`src/rtl/nec_bus_pkg.sv`:
```
// Shared types and constants for the NEC V30 bus slave.
//   bus_state_e : bus-cycle FSM states
//   bus_op_t    : one captured CPU bus operation as presented to the backend
//   INTA_DATA   : vector returned on interrupt-acknowledge cycles
//   TIMEOUT_DATA: read data returned when the backend never answers
package nec_bus_pkg;

  typedef enum logic [1:0] {
    StIdle,
    StReq,
    StWait,
    StDone
  } bus_state_e;

  typedef struct packed {
    logic [19:0] addr;
    logic [1:0]  be;
    logic        write;
    logic        io;
    logic [15:0] wdata;
  } bus_op_t;

  localparam logic [15:0] INTA_DATA    = 16'h0000;
  localparam logic [15:0] TIMEOUT_DATA = 16'hFFFF;

  // Raw inputs bundled through the synchroniser: 20 AD bits plus six strobes.
  localparam int unsigned SyncWidth = 26;

  // Byte enables in active-high form: {upper byte, lower byte}.
  function automatic logic [1:0] calc_be(input logic ubenn, input logic a0);
    return {~ubenn, ~a0};
  endfunction

endpackage

```
`src/rtl/nec_sync.sv`:
```
// Multi-flop synchroniser for a bus of asynchronous inputs.
// All bits share the same depth so that data stays aligned with its strobes.
//   clk, reset : system clock, synchronous active-high reset
//   d          : raw asynchronous inputs
//   q          : inputs delayed by Stages flops
module nec_sync #(
  parameter int unsigned       Width    = 1,
  parameter int unsigned       Stages   = 2,
  parameter logic [Width-1:0]  ResetVal = '0
) (
  input  logic             clk,
  input  logic             reset,
  input  logic [Width-1:0] d,
  output logic [Width-1:0] q
);

  logic [Width-1:0] sync_q [Stages];

  always_ff @(posedge clk) begin
    if (reset) begin
      for (int i = 0; i < int'(Stages); i++) begin
        sync_q[i] <= ResetVal;
      end
    end else begin
      sync_q[0] <= d;
      for (int i = 1; i < int'(Stages); i++) begin
        sync_q[i] <= sync_q[i-1];
      end
    end
  end

  assign q = sync_q[Stages-1];

endmodule

```
`src/rtl/nec_bus_slave.sv`:
```
// NEC V30 bus slave: turns each CPU memory/IO read or write cycle into one
// valid/ready request to a backend and holds the CPU in wait states (READY low)
// until the backend responds, then returns read data on AD.
//   clk, reset            : system clock, synchronous active-high reset
//   nec_ad_in, nec_*      : raw CPU pins (AD, ASTB, RDn, WRn, IOn, UBEn, INTAKn)
//   nec_ready             : CPU READY, low unless a cycle is being completed
//   nec_ad_out, nec_ad_oe : read data and output enable for AD[15:0]
//   req_*                 : backend request channel (valid/ready)
//   rsp_valid, rsp_rdata  : backend completion and read data
//   timeout_err, proto_err: single-cycle error pulses
module nec_bus_slave
  import nec_bus_pkg::*;
#(
  parameter int unsigned SYNC_STAGES = 2,
  parameter int unsigned TIMEOUT     = 1023
) (
  input  logic        clk,
  input  logic        reset,
  input  logic [19:0] nec_ad_in,
  input  logic        nec_astb,
  input  logic        nec_rdn,
  input  logic        nec_wrn,
  input  logic        nec_ion,
  input  logic        nec_ubenn,
  input  logic        nec_intakn,
  output logic        nec_ready,
  output logic [15:0] nec_ad_out,
  output logic        nec_ad_oe,
  output logic        req_valid,
  input  logic        req_ready,
  output logic        req_write,
  output logic        req_io,
  output logic [19:0] req_addr,
  output logic [1:0]  req_be,
  output logic [15:0] req_wdata,
  input  logic        rsp_valid,
  input  logic [15:0] rsp_rdata,
  output logic        timeout_err,
  output logic        proto_err
);

  localparam int unsigned CntW = $clog2(TIMEOUT + 1);

  // Strobes reset to their inactive level so reset never looks like a bus cycle.
  localparam logic [SyncWidth-1:0] SyncRst = {5'b11111, 1'b0, 20'h00000};

  logic [SyncWidth-1:0] sync_out;
  logic [19:0] s_ad;
  logic        s_astb, s_rdn, s_wrn, s_ion, s_ubenn, s_intakn;

  nec_sync #(
    .Width    (SyncWidth),
    .Stages   (SYNC_STAGES),
    .ResetVal (SyncRst)
  ) u_sync (
    .clk   (clk),
    .reset (reset),
    .d     ({nec_intakn, nec_ubenn, nec_ion, nec_wrn, nec_rdn, nec_astb, nec_ad_in}),
    .q     (sync_out)
  );

  assign {s_intakn, s_ubenn, s_ion, s_wrn, s_rdn, s_astb, s_ad} = sync_out;

  // Address phase latch: transparent while ASTB is high, frozen otherwise.
  logic [19:0] addr_q;
  logic        ubenn_q;

  always_ff @(posedge clk) begin
    if (reset) begin
      addr_q  <= '0;
      ubenn_q <= 1'b0;
    end else if (s_astb) begin
      addr_q  <= s_ad;
      ubenn_q <= s_ubenn;
    end
  end

  bus_state_e        state_q, state_d;
  bus_op_t           op_q, op_d;
  logic [15:0]       rdata_q, rdata_d;
  logic              inta_q, inta_d;
  logic [CntW-1:0]   cnt_q, cnt_d, cnt_inc;
  logic              tmo_q, tmo_d;
  logic              proto_q, proto_d;
  logic              strobe_released;

  assign cnt_inc = cnt_q + CntW'(1);

  // The strobe that opened the cycle is the one whose release closes it.
  assign strobe_released = inta_q ? s_intakn : (op_q.write ? s_wrn : s_rdn);

  always_comb begin
    state_d = state_q;
    op_d    = op_q;
    rdata_d = rdata_q;
    inta_d  = inta_q;
    cnt_d   = cnt_q;
    tmo_d   = 1'b0;
    proto_d = 1'b0;

    case (state_q)
      StIdle: begin
        if (!s_rdn || !s_wrn) begin
          state_d     = StReq;
          inta_d      = 1'b0;
          op_d.addr   = addr_q;
          op_d.be     = calc_be(ubenn_q, addr_q[0]);
          // A simultaneous RD/WR is served as a read.
          op_d.write  = !s_wrn && s_rdn;
          op_d.io     = !s_ion;
          op_d.wdata  = s_ad[15:0];
          proto_d     = !s_rdn && !s_wrn;
        end else if (!s_intakn) begin
          state_d = StDone;
          inta_d  = 1'b1;
          rdata_d = INTA_DATA;
        end
      end

      StReq: begin
        if (req_ready) begin
          state_d = StWait;
          cnt_d   = '0;
        end
      end

      StWait: begin
        if (rsp_valid) begin
          state_d = StDone;
          if (!op_q.write) begin
            rdata_d = rsp_rdata;
          end
        end else if (cnt_inc == CntW'(TIMEOUT)) begin
          state_d = StDone;
          rdata_d = TIMEOUT_DATA;
          tmo_d   = 1'b1;
        end else begin
          cnt_d = cnt_inc;
        end
      end

      StDone: begin
        if (strobe_released) begin
          state_d = StIdle;
        end
      end

      default: state_d = StIdle;
    endcase
  end

  always_ff @(posedge clk) begin
    if (reset) begin
      state_q <= StIdle;
      op_q    <= '0;
      rdata_q <= '0;
      inta_q  <= 1'b0;
      cnt_q   <= '0;
      tmo_q   <= 1'b0;
      proto_q <= 1'b0;
    end else begin
      state_q <= state_d;
      op_q    <= op_d;
      rdata_q <= rdata_d;
      inta_q  <= inta_d;
      cnt_q   <= cnt_d;
      tmo_q   <= tmo_d;
      proto_q <= proto_d;
    end
  end

  assign req_valid   = (state_q == StReq);
  assign req_write   = op_q.write;
  assign req_io      = op_q.io;
  assign req_addr    = op_q.addr;
  assign req_be      = op_q.be;
  assign req_wdata   = op_q.wdata;

  assign nec_ready   = (state_q == StDone);
  assign nec_ad_oe   = (state_q == StDone) && (inta_q || !op_q.write);
  assign nec_ad_out  = rdata_q;

  assign timeout_err = tmo_q;
  assign proto_err   = proto_q;

endmodule

```
`config.mk`:
```
export PLATFORM = sky130hd
export DESIGN_NAME = nec_bus_slave
export DESIGN_NICKNAME = d
export VERILOG_FILES = /design/src/rtl/nec_bus_pkg.sv /design/src/rtl/nec_sync.sv /design/src/rtl/nec_bus_slave.sv
export SDC_FILE = /design/constraint.sdc
export NUM_CORES = 1
export LEC_CHECK = 0
export CELL_PAD_IN_SITES_DETAIL_PLACEMENT = 0
export CELL_PAD_IN_SITES_GLOBAL_PLACEMENT = 2
export CORE_ASPECT_RATIO = 0.6
export CORE_UTILIZATION = 33
export DETAILED_ROUTE_END_ITERATION = 10
export PLACE_DENSITY_LB_ADDON = 0.12
export SKIP_CTS_REPAIR_TIMING = 1
export SYNTH_ARGS = -nofsm -noshare
export SYNTH_HDL_FRONTEND = slang
export SYNTH_SLANG_ARGS = --single-unit
```
`constraint.sdc`:
```
create_clock -name clk -period 3.1 [get_ports clk]
set_clock_uncertainty 0.1 [all_clocks]
set_input_delay 0.775 -clock clk [delete_from_list [all_inputs] [get_ports clk]]
set_output_delay 0.775 -clock clk [all_outputs]
set_load 0.02 [all_outputs]
```
# Yosys cells after proc, flatten, opt, wreduce, memory -nomap -nowiden
# Memories as Yosys holds them, arrays and structs flattened.
# Cells that the tools add are included.
# word_totals
register_bits	92
ram_bits	52
inputBits	46
output_inout_bits	61
memories	1
# op_classes
add_sub_neg	1
eq_ne	14
muxes	27
bitwise	7
n_reduce_logical	19
# mem_list
memory	depth	width	rd	rd_ports_with_merged_regs	write_ports	line_no	rtl
u_sync.sync_q	2	26	2	0	2	nec_sync.sv:17	logic [Width-1:0] sync_q [Stages];
# op_table
cell	n
$mux 16	5
$mux 26	2
$pmux 16 s2	1
$mux 10	3
$pmux 10 s2	1
$mux 2	6
$add 10x1->10 const B	1
$eq 10x10->1 const B	1
$ne 3x3->1 const B	3
$mux 1	8
$ne 2x2->1 const B	4
$pmux 2 s4	1
$reduce_and 4->1	2
$ne 2x1->1 const B	3
$reduce_or 3->1	2
$not 1->1	5
$reduce_and 5->1	1
$eq 2x2->1 const B	2
$logic_not 1->1	4
$reduce_and 2->1	2
$reduce_bool 2->1	2
$logic_and 1x1->1	3
$eq 2x1->1 const B	1
$logic_not 2->1	1
other kinds (2)	4

# Longest topological paths before layout
# depth
word_depth	5
mapped_depth	9
ltp_nobuf	8

# Cells and area by module
# From an unflattened synthesis, not the netlist that was laid out.
# hier_totals
cells_unflattened	553
hier_area_um2	5271.3
# by_module_without_submodules
mod	n_inst	cells_each	area_each_um2
nec_bus_slave	1	418	3684.8
nec_sync	1	135	1586.5

# Least setup slack after synthesis
# OpenSTA, ideal clock, no wires.
# synth_path
kind	in2reg
startpoint	input reset
endpoint	register cnt_q[9]
setup_time_ps	95
arrival_time_ps	1947
required_time_ps	2905
slack_ps	958
cell_stages	5
path_buffers	1
path_cell_list	clkbuf_1 -> nand2b_1 -> nor3_1 -> nand2_2 -> o311ai_1
# synth_rtl
element	line_no	rtl
start: declaration	nec_bus_slave.sv:18	input logic reset,
end signal: assignment	nec_bus_slave.sv:166	cnt_q <= cnt_d;
end: declaration	nec_bus_slave.sv:82	logic [CntW-1:0] cnt_q, cnt_d, cnt_inc;

# Final worst setup path
# layout_path
startpoint	register state_q[0]
endpoint	output nec_ad_oe
# layout_between
elab_chain_cells	2
# layout_rtl
element	line_no	rtl
start: declaration	nec_bus_slave.sv:78	bus_state_e state_q, state_d;
start signal: assignment	nec_bus_slave.sv:154	state_q <= StIdle;
start signal: assignment	nec_bus_slave.sv:162	state_q <= state_d;
$eq 2x2->1	nec_bus_slave.sv:180	assign nec_ad_oe = (state_q == StDone) && (inta_q || !op_q.write);
$logic_and 1x1->1	nec_bus_slave.sv:180	
end: declaration	nec_bus_slave.sv:28	output logic nec_ad_oe,
# Every way passes these cells.

==> impl_metrics.py <==
metrics = {
    "outcome": {
        "outcome": "finished clean",
    },
    "synthesis": {
        "synth.area.top_cells": "dfxtp_1 (57%), nand2_1 (6.4%), nor2b_1 (5.3%), mux2i_1 (4.3%), a21oi_1 (4.1%)",
        "synth_top_area_share_pct": 56.6,
        "synth_edf_count": 0,
        "avgSynthCellArea_um2": 9.73,
        "netlist_area_um2": 5090,
        "synth_top_flop_cell": "dfxtp_1",
        "ys_async_sr_fraction_pct": 0,
        "yosys_register_bits": 144,
        "yosys-top-cells-count": "dfxtp_1 (144), nand2_1 (87), nor2b_1 (43)",
        "synth_seq_area_share_pct": 56.6,
        "syn_inst": 523,
        "synth_top_area_cell": "dfxtp_1",
        "syn_nets": 575,
        "yosysWarningCount": 0,
        "synth.most_common_cell": "dfxtp_1",
        "synth_cell_types": 56,
    },
    "grt": {
        "grt_use_total_pct": 16.1,
        "grt_max_degree": 56,
        "grt_overflow": 0,
        "grt_pass1_wl_um": 19900,
        "grt_pass1_vias": 3823,
        "antenna_found_initial": 1,
    },
    "placement": {
        "post_dp_cell_area_um2": 6340,
        "portBuffers": 106,
        "hpwl_um": 8270,
        "dp_cells": 805,
        "routabilityCongestion": 0.761,
    },
    "cts": {
        "clk-insertion-delay-late_ns": 0.42,
        "cts_made_buffers": 17,
        "cts_tree": "built",
        "clock-sinks": 144,
        "cts_root_buf": "clkbuf_16",
        "htree_levels": 4,
        "clk_pin_slew_worst_paths_ns": 0.06,
        "clock_path_buffers": 2,
    },
    "route": {
        "drt_wl_total_um": 12200,
        "drt_pass1_iterations": 4,
        "ant_nets": 0,
        "wl_per_cell_um": 14.5,
        "routed_via_density": 4.65,
        "vias": 3892,
        "drc": 0,
        "drt_iter0_markers": 220,
    },
    "finish": {
        "drive_gt1_share_pct": 11.4,
        "area_delta_synth_final_pct": 35.4,
        "n_fill_cell": 1385,
        "fin_nets": 678,
        "fin_area_um2": 6890,
        "num_antenna_cells": 0,
        "fin_cells": 837,
    },
    "floorplan": {
        "die_y_um": 98.2,
        "rows": 34,
        "initial_core_util_pct": 34.5,
        "dieArea_um2": 15900,
        "chipWidth_um": 162,
        "core_area_um2": 14800,
        "ios": 107,
    },
    "timing": {
        "worstMarginPinSlew_ns": 0.644,
        "timing.final.crit_period_ns": 2.73,
        "fin_crit_sh_pct": 88.0,
        "fin_tns_setup_ns": 0,
        "max_freq_mhz": 366,
        "finalSetupViolCount": 0,
        "slew_headroom_pct": 57.1,
        "maxSlewViolCount": 0,
        "rsz0062_at_grt": "no",
        "hold_viol": 0,
    },
    "setup_path": {
        "critPathKind": "register to primary output",
        "crit_arrival_ns": 1.85,
        "cp-start-kind": "register",
        "worstPathRequired_ns": 2.22,
        "path_max_fanout": 3,
        "reg2regPathDepth": 7,
        "cp-end-kind": "primary output",
    },
    "hold_path": {
        "min-delay-path-class": "register to register",
        "whs_path_depth": 1,
    },
    "power": {
        "ir_worst_vdd_mv": 0.298,
        "cellPowerDensity_nw_per_um2": 686,
        "p_total_mw": 4.73,
        "p_leak_nw": 2.48,
    },
    "flow_run": {
        "cap_violations": 0,
    },
}
[logic make-up (layout without fill, tap and decap cells)]
group           after synthesis  count (layout)  synth area share, %
buf+inv                      38             154                 2.92
flops                       144             144                 56.6
mux                          23              23                 4.55
fa+ha+maj                     6               6                 1.47
xor+xnor                      3               3                0.516
simple gates                214             214                 20.6
compound gates               95              95                 13.3
[critical path, stage by stage (launching register included)]
cell and delay, ns:
dfxtp_1 0.37, ha_1 0.21, a21boi_0 0.22, clkdlybuf4s50_1 0.65
[stage by stage]
stage | worst slack, ns | util (%) | hold slack [ns]
global route | 0.302 | 46.7 | 0.323
CTS | 0.357 | 46.7 | 0.309
finish | 0.371 | 46.7 | 0.308
floorplan | 0.958 | - | 0.289
global placement | 0.582 | 42.9 | 0.296
detailed placement | 0.439 | 42.9 | 0.297
[registers in the layout, summed over array words and instances, names as in the netlist]
signal,count
u_sync.sync_q,52
nec_ad_out,16
proto_err,1
addr_q,20
req_write,1
state_q,2
timeout_err,1
cnt_q,10
req_wdata,16
req_io,1
ubenn_q,1
req_be,2
inta_q,1
req_addr,20
[cells in the final DEF, fill, tap and decap left out, types with 6 or more instances in the layout]
master / Yosys / final
dfxtp_1: 144 / 144
clkdlybuf4s50_1: 0 / 105
nand2_1: 87 / 87
nor2b_1: 43 / 43
nor2_1: 42 / 42
a21oi_1: 42 / 42
mux2i_1: 22 / 22
clkbuf_16: 0 / 17
o21ai_0: 13 / 13
or2_2: 10 / 10
buf_4: 1 / 9
o221a_2: 8 / 8
o2bb2ai_1: 8 / 8
inv_1: 7 / 7
nand3_1: 7 / 7
ha_1: 6 / 6
[path summary, 6_finish.rpt]
check	from	to	slack [ns]
worst max-delay path	state_q[0]	nec_ad_oe	0.37
worst min-delay path	u_sync.sync_q[0][25]	u_sync.sync_q[0][51]	0.31
worst max register to register	cnt_q[0]	nec_ad_out[12]	0.70
worst min register to register	u_sync.sync_q[0][25]	u_sync.sync_q[0][51]	0.31
[power by group]
group / total [mW] / internal [mW] / switching [mW]
Sequential: 2.02 / 1.96 / 0.0619
Combinational: 0.798 / 0.344 / 0.454
Clock: 1.91 / 1.05 / 0.855
Total: 4.73 / 3.36 / 1.37
[cell type report]
cell class,instances,area [µm²],share of cell area (%)
Sequential cell,144,2880,41.8
Multi-Input combinational cell,341,2060,29.9
Timing Repair Buffer,114,1120,16.2
Clock buffer,18,429,6.23
Tap cell,198,248,3.59
Clock inverter,14,123,1.78
Inverter,8,30.0,0.436
[layer usage]
metal | routed length (µm) | share of wire [%] | track usage, %
met5 | 13 | 0.11 | 0
met2 | 4740 | 39 | 21.6
met1 | 6600 | 54 | 24.1
met4 | 73 | 0.60 | 4.79
met3 | 734 | 6.0 | 5.18
Power figures use the tool's default switching activity.
